## src/rtl/wmt_gen_if.sv

```systemverilog
// wmt_gen_if -- control, configuration and status bundle of the water meter
// flow-pulse generator. The master side is the self-test controller that
// programs and starts the generator; the slave side is wmt_gen itself.
interface wmt_gen_if;
   logic        gen_en;
   logic        cfg_ld;
   logic [15:0] pdn1us_set;
   logic [15:0] pdnh1us_set;
   logic [7:0]  ncyc_set;
   logic        wmt_sig_o;
   logic        gen_busy;
   logic        cyc_done;
   logic [7:0]  cyc_cnt;
   logic        cfg_err;

   modport master (
      output gen_en, cfg_ld, pdn1us_set, pdnh1us_set, ncyc_set,
      input  wmt_sig_o, gen_busy, cyc_done, cyc_cnt, cfg_err
   );

   modport slave (
      input  gen_en, cfg_ld, pdn1us_set, pdnh1us_set, ncyc_set,
      output wmt_sig_o, gen_busy, cyc_done, cyc_cnt, cfg_err
   );
endinterface

```

## src/rtl/wmt_gen.sv

```systemverilog
// wmt_gen -- water meter flow-pulse generator. Produces a square wave whose
// period and high time are counted in 1 us ticks, looped back into the meter
// detector during self-test. Optional macro WMT_GEN_BURST_EN adds counted
// bursts (ncyc_set periods, then stop); without it the train is continuous.
module wmt_gen #(
   parameter logic [15:0] WMT_PDN_MAX = 16'd25000,
   parameter logic [15:0] WMT_PDN_MIN = 16'd2
) (
   input logic       clk_1us,
   input logic       rst_i,
   wmt_gen_if.slave  wif
);

   typedef enum logic [1:0] {IDLE, HIGH, LOW, STOP} state_t;

   state_t      state_q, state_d;
   logic        gen_en_q;
   logic [15:0] p_q, h_q;
   logic [15:0] p_eff, h_eff;
   logic [15:0] ha_q, ha_d;
   logic [15:0] la_q, la_d;
   logic [15:0] ph_q, ph_d;
   logic [7:0]  cnt_q, cnt_d;
   logic        err_q, err_d;
   logic        sig_q, sig_d;
   logic        cfg_legal;
   logic        load_c;
   logic        done_c;
   logic        start_ok;
   logic        burst_last;

   // A cfg_ld coinciding with a reload point wins: the reload sees the new values
   assign p_eff = wif.cfg_ld ? wif.pdn1us_set  : p_q;
   assign h_eff = wif.cfg_ld ? wif.pdnh1us_set : h_q;

   assign cfg_legal = (p_eff >= WMT_PDN_MIN) && (p_eff <= WMT_PDN_MAX) &&
                      (h_eff != 16'd0) && (h_eff < p_eff);

   // Shadow period/high-time registers, written only by the load strobe
   always_ff @(posedge clk_1us) begin
      if (rst_i) begin
         p_q <= 16'd1000;
         h_q <= 16'd500;
      end else if (wif.cfg_ld) begin
         p_q <= wif.pdn1us_set;
         h_q <= wif.pdnh1us_set;
      end
   end

`ifdef WMT_GEN_BURST_EN
   logic [7:0] n_q, n_eff, na_q, na_d;
   logic       hold_q, hold_d;

   assign n_eff      = wif.cfg_ld ? wif.ncyc_set : n_q;
   assign start_ok   = ~hold_q;
   assign burst_last = (na_q != 8'd0) && (({1'b0, cnt_q} + 9'd1) == {1'b0, na_q});

   // Burst length reloads with the other active registers; hold blocks restart until gen_en drops
   always_comb begin
      na_d   = load_c ? n_eff : na_q;
      hold_d = (done_c & burst_last) | (hold_q & gen_en_q);
   end

   // Burst shadow, active burst length and post-burst restart lock
   always_ff @(posedge clk_1us) begin
      if (rst_i) begin
         n_q    <= 8'd0;
         na_q   <= 8'd0;
         hold_q <= 1'b0;
      end else begin
         if (wif.cfg_ld) n_q <= wif.ncyc_set;
         na_q   <= na_d;
         hold_q <= hold_d;
      end
   end
`else
   logic unused_ncyc;

   assign unused_ncyc = ^wif.ncyc_set;
   assign start_ok    = 1'b1;
   assign burst_last  = 1'b0;
`endif

   // Next-state, phase counting, period completion and error flag
   always_comb begin
      state_d = state_q;
      ph_d    = ph_q;
      cnt_d   = cnt_q;
      err_d   = err_q;
      load_c  = 1'b0;
      done_c  = 1'b0;
      case (state_q)
         IDLE: begin
            ph_d = 16'd0;
            if (!gen_en_q) begin
               err_d = 1'b0;
            end else if (!cfg_legal) begin
               err_d = 1'b1;
            end else begin
               err_d = 1'b0;
               if (start_ok) begin
                  state_d = HIGH;
                  ph_d    = 16'd1;
                  cnt_d   = 8'd0;
                  load_c  = 1'b1;
               end
            end
         end
         HIGH: begin
            if (ph_q == ha_q) begin
               state_d = LOW;
               ph_d    = 16'd1;
            end else begin
               ph_d = ph_q + 16'd1;
            end
         end
         LOW: begin
            if (ph_q == la_q) begin
               done_c = 1'b1;
               if (cnt_q != 8'hFF) cnt_d = cnt_q + 8'd1;
               if (!gen_en_q || burst_last) begin
                  state_d = STOP;
                  ph_d    = 16'd0;
               end else if (!cfg_legal) begin
                  state_d = STOP;
                  ph_d    = 16'd0;
                  err_d   = 1'b1;
               end else begin
                  state_d = HIGH;
                  ph_d    = 16'd1;
                  load_c  = 1'b1;
               end
            end else begin
               ph_d = ph_q + 16'd1;
            end
         end
         STOP: begin
            state_d = IDLE;
            ph_d    = 16'd0;
         end
         default: state_d = IDLE;
      endcase
      ha_d  = load_c ? h_eff : ha_q;
      la_d  = load_c ? (p_eff - h_eff) : la_q;
      sig_d = (state_d == HIGH);
   end

   // State, active registers and outputs; gen_en is registered first, giving the one-cycle start latency
   always_ff @(posedge clk_1us) begin
      if (rst_i) begin
         state_q  <= IDLE;
         gen_en_q <= 1'b0;
         ha_q     <= 16'd0;
         la_q     <= 16'd0;
         ph_q     <= 16'd0;
         cnt_q    <= 8'd0;
         err_q    <= 1'b0;
         sig_q    <= 1'b0;
      end else begin
         state_q  <= state_d;
         gen_en_q <= wif.gen_en;
         ha_q     <= ha_d;
         la_q     <= la_d;
         ph_q     <= ph_d;
         cnt_q    <= cnt_d;
         err_q    <= err_d;
         sig_q    <= sig_d;
      end
   end

   assign wif.wmt_sig_o = sig_q;
   assign wif.gen_busy  = (state_q != IDLE);
   assign wif.cyc_done  = done_c;
   assign wif.cyc_cnt   = cnt_q;
   assign wif.cfg_err   = err_q;

endmodule

```

## src/flat_wrapper.sv

```systemverilog
// flat-port wrapper written by rule: the top's interface ports become plain ports
module wmt_gen_flat 
#(
   parameter logic [15:0] WMT_PDN_MAX = 16'd25000,
   parameter logic [15:0] WMT_PDN_MIN = 16'd2
)
  (clk_1us, rst_i, wif_gen_en, wif_cfg_ld, wif_pdn1us_set, wif_pdnh1us_set, wif_ncyc_set, wif_wmt_sig_o, wif_gen_busy, wif_cyc_done, wif_cyc_cnt, wif_cfg_err);
  wmt_gen_if wif_i ();
  input logic clk_1us;
  input logic rst_i;
  input wire logic [$bits(wif_i.gen_en)-1:0] wif_gen_en;
  input wire logic [$bits(wif_i.cfg_ld)-1:0] wif_cfg_ld;
  input wire logic [$bits(wif_i.pdn1us_set)-1:0] wif_pdn1us_set;
  input wire logic [$bits(wif_i.pdnh1us_set)-1:0] wif_pdnh1us_set;
  input wire logic [$bits(wif_i.ncyc_set)-1:0] wif_ncyc_set;
  output wire logic [$bits(wif_i.wmt_sig_o)-1:0] wif_wmt_sig_o;
  output wire logic [$bits(wif_i.gen_busy)-1:0] wif_gen_busy;
  output wire logic [$bits(wif_i.cyc_done)-1:0] wif_cyc_done;
  output wire logic [$bits(wif_i.cyc_cnt)-1:0] wif_cyc_cnt;
  output wire logic [$bits(wif_i.cfg_err)-1:0] wif_cfg_err;
  assign wif_i.gen_en = wif_gen_en;
  assign wif_i.cfg_ld = wif_cfg_ld;
  assign wif_i.pdn1us_set = wif_pdn1us_set;
  assign wif_i.pdnh1us_set = wif_pdnh1us_set;
  assign wif_i.ncyc_set = wif_ncyc_set;
  assign wif_wmt_sig_o = wif_i.wmt_sig_o;
  assign wif_gen_busy = wif_i.gen_busy;
  assign wif_cyc_done = wif_i.cyc_done;
  assign wif_cyc_cnt = wif_i.cyc_cnt;
  assign wif_cfg_err = wif_i.cfg_err;
  wmt_gen #(.WMT_PDN_MAX(WMT_PDN_MAX), .WMT_PDN_MIN(WMT_PDN_MIN)) u_core (.clk_1us(clk_1us), .rst_i(rst_i), .wif(wif_i));
endmodule
```

## config.mk

```make
export PLATFORM = sky130hd
export DESIGN_NAME = wmt_gen_flat
export DESIGN_NICKNAME = d
export VERILOG_FILES = /design/src/rtl/wmt_gen_if.sv /design/src/rtl/wmt_gen.sv /design/src/flat_wrapper.sv
export SDC_FILE = /design/constraint.sdc
export NUM_CORES = 1
export LEC_CHECK = 0
export CORE_MARGIN = 3
export CORE_UTILIZATION = 25
export CTS_CLUSTER_DIAMETER = 100
export DETAILED_ROUTE_END_ITERATION = 8
export PLACE_DENSITY = 0.39
export SYNTH_ARGS = -nofsm -noshare
export SYNTH_HDL_FRONTEND = slang
export SYNTH_SLANG_ARGS = --single-unit
```

## constraint.sdc

```tcl
create_clock -name clk_1us -period 10.5 [get_ports clk_1us]
set_input_delay 2.1 -clock clk_1us [delete_from_list [all_inputs] [get_ports clk_1us]]
set_output_delay 2.1 -clock clk_1us [all_outputs]
set_load 0.005 [all_outputs]
```

=== Word level (Yosys, flattened, before mapping) ===
Cells that the tools add are included.

* Add/sub/neg operators: 3
* Muxes and demuxes: 31
* Equality and inequality tests: 13
* $lt $le $gt $ge: 3
* Reductions and logical operators: 9

{| class="wikitable"
|+ Operator list
! operator !! count
|-
| 2-to-1 mux 16 bit || 4
|-
| case mux 16 bit (4 select lines) || 1
|-
| equality test 16 bit || 2
|-
| 2-to-1 mux 8 bit || 4
|-
| adder 16 x 1 -> 16 bit, second input constant || 1
|-
| greater-or-equal comparator 16 x 2 -> 1 bit, second input constant || 1
|-
| less-or-equal comparator 16 x 15 -> 1 bit, second input constant || 1
|-
| < comparator 16 bit || 1
|-
| case mux 8 bit (2 select lines) || 1
|-
| nonzero test 16 bit || 1
|-
| subtractor 16 bit || 1
|-
| 2-to-1 mux 1 bit || 12
|-
| 2-to-1 mux 2 bit || 6
|-
| inequality test 2 x 1 -> 1 bit, second input constant || 5
|-
| adder 8 x 1 -> 8 bit, second input constant || 1
|-
| inequality test 8 bit, second input constant || 1
|-
| case mux 2 bit (4 select lines) || 1
|-
| AND reduction 5 bit || 1
|-
| equality test 2 x 1 -> 1 bit, second input constant || 2
|-
| equality test 2 bit, second input constant || 2
|-
| case mux 1 bit (2 select lines) || 2
|-
| AND reduction 4 bit || 1
|-
| nonzero test 2 bit || 2
|-
| logical AND 1 bit || 3
|-
| 2 further kinds || 2
|}

* Output and inout port bits: 12
* Register bits after elaboration: 93
* Input port bits: 44

=== Depth between registers and ports, before layout ===
Gate-level depths: netlist of run 1.

* Word-level depth: 10
* Mapped depth: 15

=== Worst setup path after synthesis of run 1 ===
No wires, ideal clock.

* Kind: input to register
* From: input port wif_cfg_ld
* To: register u_core.la_q[4]
* Path buffers: 5
* Setup time: 0.128 ns
* Data arrival time: 5.607 ns
* Stages on the path: 15
* Setup slack: 4.765 ns
* Cell sequence: buf_2 buf_2 buf_1 mux2i_1 inv_1 fa_1 nand2b_1 a2111o_1 a31oi_1 nor4_1 nor4b_4 buf_2 buf_4 mux2i_1 nor2_1

{| class="wikitable"
|+ RTL lines
! item !! RTL line !! source
|-
| from (decl) || flat_wrapper.sv:12 || <nowiki>input wire logic [$bits(wif_i.cfg_ld)-1:0] wif_cfg_ld;</nowiki>
|-
| 2-to-1 mux 16 bit (*) || wmt_gen.sv:34 || <nowiki>assign h_eff = wif.cfg_ld ? wif.pdnh1us_set : h_q;</nowiki>
|-
| named net u_core.h_eff[1] || wmt_gen.sv:19 || <nowiki>logic [15:0] p_eff, h_eff;</nowiki>
|-
| parallel branches: the longest is 7 deep, another holds < comparator 16 bit || -- ||
|-
| to (signal assigned) || wmt_gen.sv:163 || <nowiki>la_q <= la_d;</nowiki>
|-
| to (decl) || wmt_gen.sv:21 || <nowiki>logic [15:0] la_q, la_d;</nowiki>
|}

Mark *: on every way through the listed nets, which the timed path passes.
A chain may end at the register's enable or synchronous reset.

=== Final worst setup path of run 1 ===
* From: input port wif_cfg_ld
* To: register u_core.cnt_q[5] (netlist: u_core.wif.cyc_cnt[5])

{| class="wikitable"
|+ RTL lines
! item !! RTL line !! source
|-
| 2-to-1 mux 16 bit (*) || wmt_gen.sv:34 ||
|-
| named net u_core.h_eff[1] || wmt_gen.sv:19 ||
|-
| parallel branches: the longest is 2 deep, another holds < comparator 16 bit || -- ||
|-
| logical AND 1 bit (*) || wmt_gen.sv:37 || <nowiki>(h_eff != 16'd0) && (h_eff < p_eff);</nowiki>
|-
| inequality test 2 x 1 -> 1 bit (no line) (*) || -- ||
|-
| AND reduction 5 bit (no line) (*) || -- ||
|-
| to (signal assigned) || wmt_gen.sv:165 || <nowiki>cnt_q <= cnt_d;</nowiki>
|-
| to (decl) || wmt_gen.sv:23 || <nowiki>logic [7:0] cnt_q, cnt_d;</nowiki>
|}

Marked as above.

==> reports/metrics.csv, run 1 <==
metric;value;unit
status;complete, no violations;
leakage;2.34;nW
dpl.cell_count;828;
synth_edf_count;0;
cts_tree;done;
antenna_cells;0;
post-cts-setup-buffers;0;
slowest_delay;0.58;ns
synth-seq-area-share;0.383;
synth_area_leaders;dfxtp_1 (38%), xor2_1 (8.6%), mux2i_1 (6.8%), nor2_1 (6.0%), ha_1 (4.6%);
cp_cell_sequence;buf_2 > buf_4 > mux2i_1 > inv_1 > fa_1 > nand2b_1 > a2111o_1 > a31oi_1 > nor4_1 > nor4b_4 > buf_4 > o22ai_2 > or4_1 > a21oi_1;
reg2reg_from;u_core.h_q[0];
route.detailed.drc;0;
ys.flop_type;dfxtp_1;
worstPathMaxFanout;57;
fmax;157;MHz
dpl-instance-area;5560;sq um
tightest_slew;0.910;ns
dpl_worst_slack;3.68;ns
synth_area_leader_cell;dfxtp_1;
vias_per_cell;4.68;
power_switching;265;uW
setup_tns;0;ns
cts-hold-fix-buffers;0;
slowest_stage;mux2i_1;
final-instance-count-excl-fill;843;
ys_seq_elements;93;
die_h;145;um
peakVddDrop;0.0791;mV
slew_headroom;0.393;
dieArea;21200;sq um
overflow;0;
grt_pass1_vias;4053;
cts_max_path_buffers;2;
setup_viol;0;
final_util;0.310;
grt_max_degree;58;
slew_viol_final;0;
worst_slack;4.12;ns
final_layout_size_suffix_gt1_frac;0.0617;
clk_latency;0.35;ns
cp.arrival;6.65;ns
clock_sinks;93;
port_buffers;47;
synth_cell_type_count;60;
nets;642;
gp_congestion;0.764;
crit_type;in -> reg;
syn-cell-area;4860;sq um
syn-num-nets;607;
p_comb_frac;0.209;
rsz0062_at_grt;false;
hold_violations;0;
cpMostUsedCell;buf_4;
synth_commonest_cells;dfxtp_1 (93), nor2_1 (78), xor2_1 (48), mux2i_1 (33), nand2_1 (29);
io_pins;56;
crit_start;wif_cfg_ld;
firstDrtPassIters;4;
clk_pin_slew;0.07;ns
antenna_found_initial;0;
hpwl;10500;um
grt_pass1_wl;21800;um
gr-usage-all-layers;0.131;
std_cell_rows;50;
end_kind;flop;
hold_path.class;reg -> reg;
synth_most_common_cell;dfxtp_1;
p_int;651;uW
p_sw_frac;0.290;
final_area;5860;sq um
drt_iter0_drc;193;
cts_resized;0;
period_share;0.608;
drt.antenna.violating_nets;0;
cts_root_buf;clkbuf_16;
yosysTopAreaCellShare;0.383;
fin_crit;6.38;ns
avgSynthCellArea;8.94;sq um
htreeDepth;3;
pwr-share-seq;0.420;
async_flop_share;0;
critPathLaunchType;input port;
die_w;145;um
placeableCoreArea;18900;sq um
fin_skew;0.00997;ns
pwr-share-clk;0.371;
vias;3943;
start_util;0.257;
syn_to_final_growth;20.6;%
hp-start;u_core.wif.cfg_err;
drv_cap;0;
wl;13700;um
power;916;uW
synth_cells;544;
ys_warn_count;0;
avgRoutedWirePerCell;16.3;um
required;10.77;ns
cts_buffers;9;
whs;0.458;ns
pwr_density_cell;156;nW/um^2
==> cells in the final DEF, fill, tap and decap left out, types with 3 or more instances in the layout <==
cell	count
dfxtp_1	93
nor2_1	78
xor2_1	48
clkdlybuf4s50_1	45
mux2i_1	33
nand2_1	29
a211oi_1	22
a21oi_1	20
ha_1	18
inv_1	16
nor4_1	13
nand4_1	13
nand2b_1	10
nand3_1	10
xnor2_1	10
nor3_1	9
clkbuf_16	9
mux2_2	8
and2_1	8
and3_1	6
o21ai_0	6
or4_1	5
nor2b_1	5
o21a_1	5
nor3b_1	4
a21o_1	4
a21boi_0	3
o31ai_1	3
buf_4	3
==> critical path: cells and delay by family <==
| kind | cells | cell delay (ns) |
|---|---|---|
| buffers and inverters | 4 | 1.29 |
| muxes | 1 | 0.58 |
| AOI/OAI and AO/OA | 4 | 1.12 |
| and+or+nand+nor | 4 | 1.03 |
| adders and majority gates | 1 | 0.49 |
==> logic make-up after synthesis <==
family                   after synthesis  synth area share
AND/OR/NAND/NOR                      202             0.211
flip-flops                            93             0.383
AO/OA/AOI/OAI                         88             0.127
XOR/XNOR                              58             0.104
buffers and inverters                 42            0.0350
multiplexers                          42            0.0887
adder cells (fa/ha/maj)               19            0.0504
==> state kept, by name, summed over array words and instances (netlist names) <==
name / count
u_core.p_q: 16
u_core.state_q: 2
u_core.wif.cfg_err: 1
u_core.h_q: 16
u_core.ha_q: 16
u_core.gen_en_q: 1
u_core.wif.wmt_sig_o: 1
u_core.la_q: 16
u_core.wif.cyc_cnt: 8
u_core.ph_q: 16
==> power by group through the flow <==
stage	clock, mW	sequential [mW]	combinational, mW
after floorplan	0	0.389	0.129
after global placement	0	0.392	0.192
after detailed placement	0	0.392	0.193
after CTS	0.351	0.384	0.194
after global routing	0.364	0.387	0.214
final	0.340	0.384	0.191
==> metal layers <==
layer | GRT usage | vias up | routed length (um)
met4 | 0.0489 | 0 | 244
met5 | 0 | - | 0
met3 | 0.0252 | 16 | 412
met1 | 0.169 | 1873 | 6580
li1 | - | 1989 | -
met2 | 0.217 | 65 | 6490
==> worst paths after layout <==
check                          end  slack, ns  cells past startpoint
max reg2reg  u_core.wif.cyc_cnt[5]       6.31                     13
max          u_core.wif.cyc_cnt[5]       4.12                     14
min reg2reg     u_core.wif.cfg_err       0.46                      2
min             u_core.wif.cfg_err       0.46                      2
==> area by class of cell <==
cell class / count / area [sq um]
timing repair buffer: 50 / 483
fill: 2043 / 13000
sequential: 93 / 1860
inverter: 16 / 60.1
clock buffer: 12 / 256
multi-input combinational: 409 / 2830
tap: 260 / 325
clock inverter: 3 / 45.0
No activity file was read; power rests on OpenSTA's default activity.
==> run 2, diff against run 1 <==
--- a/config.mk
+++ b/config.mk
@@ -9,7 +9,7 @@
 export CORE_UTILIZATION = 25
 export CTS_CLUSTER_DIAMETER = 100
 export DETAILED_ROUTE_END_ITERATION = 8
-export PLACE_DENSITY = 0.39
+export PLACE_DENSITY = 0.4
 export SYNTH_ARGS = -nofsm -noshare
 export SYNTH_HDL_FRONTEND = slang
 export SYNTH_SLANG_ARGS = --single-unit
==> constraint.sdc (replaced) <==
create_clock -name clk_1us -period 5.15 [get_ports clk_1us]
set_input_delay 1.03 -clock clk_1us [delete_from_list [all_inputs] [get_ports clk_1us]]
set_output_delay 1.03 -clock clk_1us [all_outputs]
set_load 0.005 [all_outputs]
==> run 2 against run 1 <==
  * Via count rose by 1.5%
  * Clock power rose by 100%
  * Hold slack got worse by 0.0063 ns
  * Highest routed layer unchanged
  * Largest cell class unchanged
==> reports/metrics.csv, run 2 (same netlist as run 1, synthesis figures left out) <==
metric;value;unit;change
setup_tns;0;ns;unchanged
die_h;145;um;unchanged
final_layout_size_suffix_gt1_frac;0.109;;+0.0470
cts_buffers;9;;unchanged
slew_viol_final;0;;unchanged
critPathLaunchType;input port;;
grt_max_degree;50;;-14%
peakVddDrop;0.151;mV;+91%
cp.arrival;4.69;ns;-1.96 ns
clk_latency;0.35;ns;about the same
gp_congestion;0.821;;+7.4%
cts_root_buf;clkbuf_16;;
power;1.89;mW;+110%
end_kind;flop;;
whs_path_depth;2;;unchanged
syn_to_final_growth;25.9;%;
wl;14000;um;+2.1%
clk_pin_slew;0.07;ns;about the same
fmax;227;MHz;
overflow;0;;unchanged
slew_headroom;0.552;;+0.159
drt_iter0_drc;202;;+4.7%
hpwl;10900;um;+3.7%
slowest_delay;0.48;ns;-0.10 ns
crit_family;simple AND/OR/NAND/NOR gates;;
antenna_found_initial;0;;unchanged
port_buffers;47;;unchanged
fillers;2016;;-1.3%
htreeDepth;3;;unchanged
required;5.42;ns;-5.35 ns
grt_pass1_wl;22300;um;+2.0%
crit_type;in -> reg;;
cts-hold-fix-buffers;0;;unchanged
antenna_cells;0;;unchanged
r2r.worst_path.cells;13;;unchanged
start_util;0.257;;unchanged
whs;0.452;ns;-0.00628 ns
tightest_slew;0.665;ns;-0.244 ns
placeableCoreArea;18900;sq um;unchanged
gr-usage-all-layers;0.133;;+0.00241
post-cts-setup-buffers;0;;unchanged
io_pins;56;;unchanged
firstDrtPassIters;4;;unchanged
cts_tree;done;;
pwr_density_cell;308;nW/um^2;+98%
clock_sinks;93;;unchanged
period_share;0.857;;
status;complete, no violations;;
leakage;2.50;nW;+6.9%
vias;4002;;+1.5%
worstPathMaxFanout;9;;-84%
dieArea;21200;sq um;unchanged
final_cell_mix;dfxtp_1 (93), nor2_1 (78), xor2_1 (48);;
avgRoutedWirePerCell;16.0;um;-1.7%
drv_cap;0;;unchanged
multi_input_area;2830;sq um;unchanged
slowest_stage;nor4b_4;;
cts_resized;0;;unchanged
rsz0062_at_grt;false;;
nets;674;;+5.0%
setup_viol;0;;unchanged
cts_max_path_buffers;2;;unchanged
final_util;0.324;;+0.0137
hold_violations;0;;unchanged
die_w;145;um;unchanged
route.detailed.drc;0;;unchanged
fin_skew;0.00882;ns;-0.00115 ns
drt.antenna.violating_nets;0;;unchanged
grt_pass1_vias;4116;;+1.6%
std_cell_rows;50;;unchanged
seqCellArea;1860;sq um;unchanged
cp_num_cells;14;;unchanged
vias_per_cell;4.57;;-2.3%
cp_cell_sequence;clkdlybuf4s50_1 > mux2i_1 > inv_1 > ha_1 > fa_1 > nand2b_1 > a2111o_1 > a31oi_1 > nor4_1 > buf_4 > nor4b_4 > o22ai_2 > or4_1 > a21oi_1;;
fin_crit;4.41;ns;
critPathBufInv;3;;-1
hold_path.class;reg -> reg;;
final_common_cell;dfxtp_1;;
-- run 2: final timing paths --
check                     start                     to  slack, ns
min reg2reg  u_core.wif.cfg_err     u_core.wif.cfg_err       0.45
min          u_core.wif.cfg_err     u_core.wif.cfg_err       0.45
max reg2reg       u_core.h_q[0]  u_core.wif.cyc_cnt[4]       1.54
max          wif_pdnh1us_set[0]  u_core.wif.cyc_cnt[4]       0.74
-- run 2: where the power goes --
part           leakage, nW  switching, mW  internal, mW
Combinational         1.61          0.227         0.197
Sequential           0.758         0.0271         0.756
Clock                0.136          0.290         0.391
-- run 2: through the flow --
step                      area [sq um]  instances  setup slack [ns]
after floorplan                   4860        544             0.485
after global placement            5830        860             0.380
after detailed placement          5830        860             0.348
after CTS                         6120        876             0.699
after global routing              6120        876             0.443
final                             6120        876             0.736
-- run 2: area by class of cell --
cell class / instances / share of cell area
sequential: 93 / 0.304
clock buffer: 13 / 0.0409
tap: 260 / 0.0531
timing repair buffer: 82 / 0.122
multi-input combinational: 409 / 0.463
inverter: 16 / 0.00981
clock inverter: 3 / 0.00736
-- run 2: tightest hold or removal path: cells and delay by family (launching register included) --
kind | cells | cell delay [ns]
flops | 1 | 0.31
compound gates | 1 | 0.05
simple gates | 1 | 0.05
-- run 2: per-layer routing --
metal,part of all wire,GRT usage,up-vias
li1,-,-,2056
met1,0.47,0.168,1861
met2,0.48,0.228,70
met3,0.026,0.0174,15
met4,0.025,0.0565,0
met5,0,0,-
==> run 3, diff against run 2 <==
--- a/config.mk
+++ b/config.mk
@@ -5,11 +5,14 @@
 export SDC_FILE = /design/constraint.sdc
 export NUM_CORES = 1
 export LEC_CHECK = 0
+export ABC_CLOCK_PERIOD_IN_PS = 5150
 export CORE_MARGIN = 3
 export CORE_UTILIZATION = 25
 export CTS_CLUSTER_DIAMETER = 100
 export DETAILED_ROUTE_END_ITERATION = 8
 export PLACE_DENSITY = 0.4
+export SKIP_CTS_REPAIR_TIMING = 1
+export SLEW_MARGIN = 15
 export SYNTH_ARGS = -nofsm -noshare
 export SYNTH_HDL_FRONTEND = slang
 export SYNTH_SLANG_ARGS = --single-unit
==> results of run 3 <==
Same layout as run 2: the final DEF is identical, and so are final timing and power.
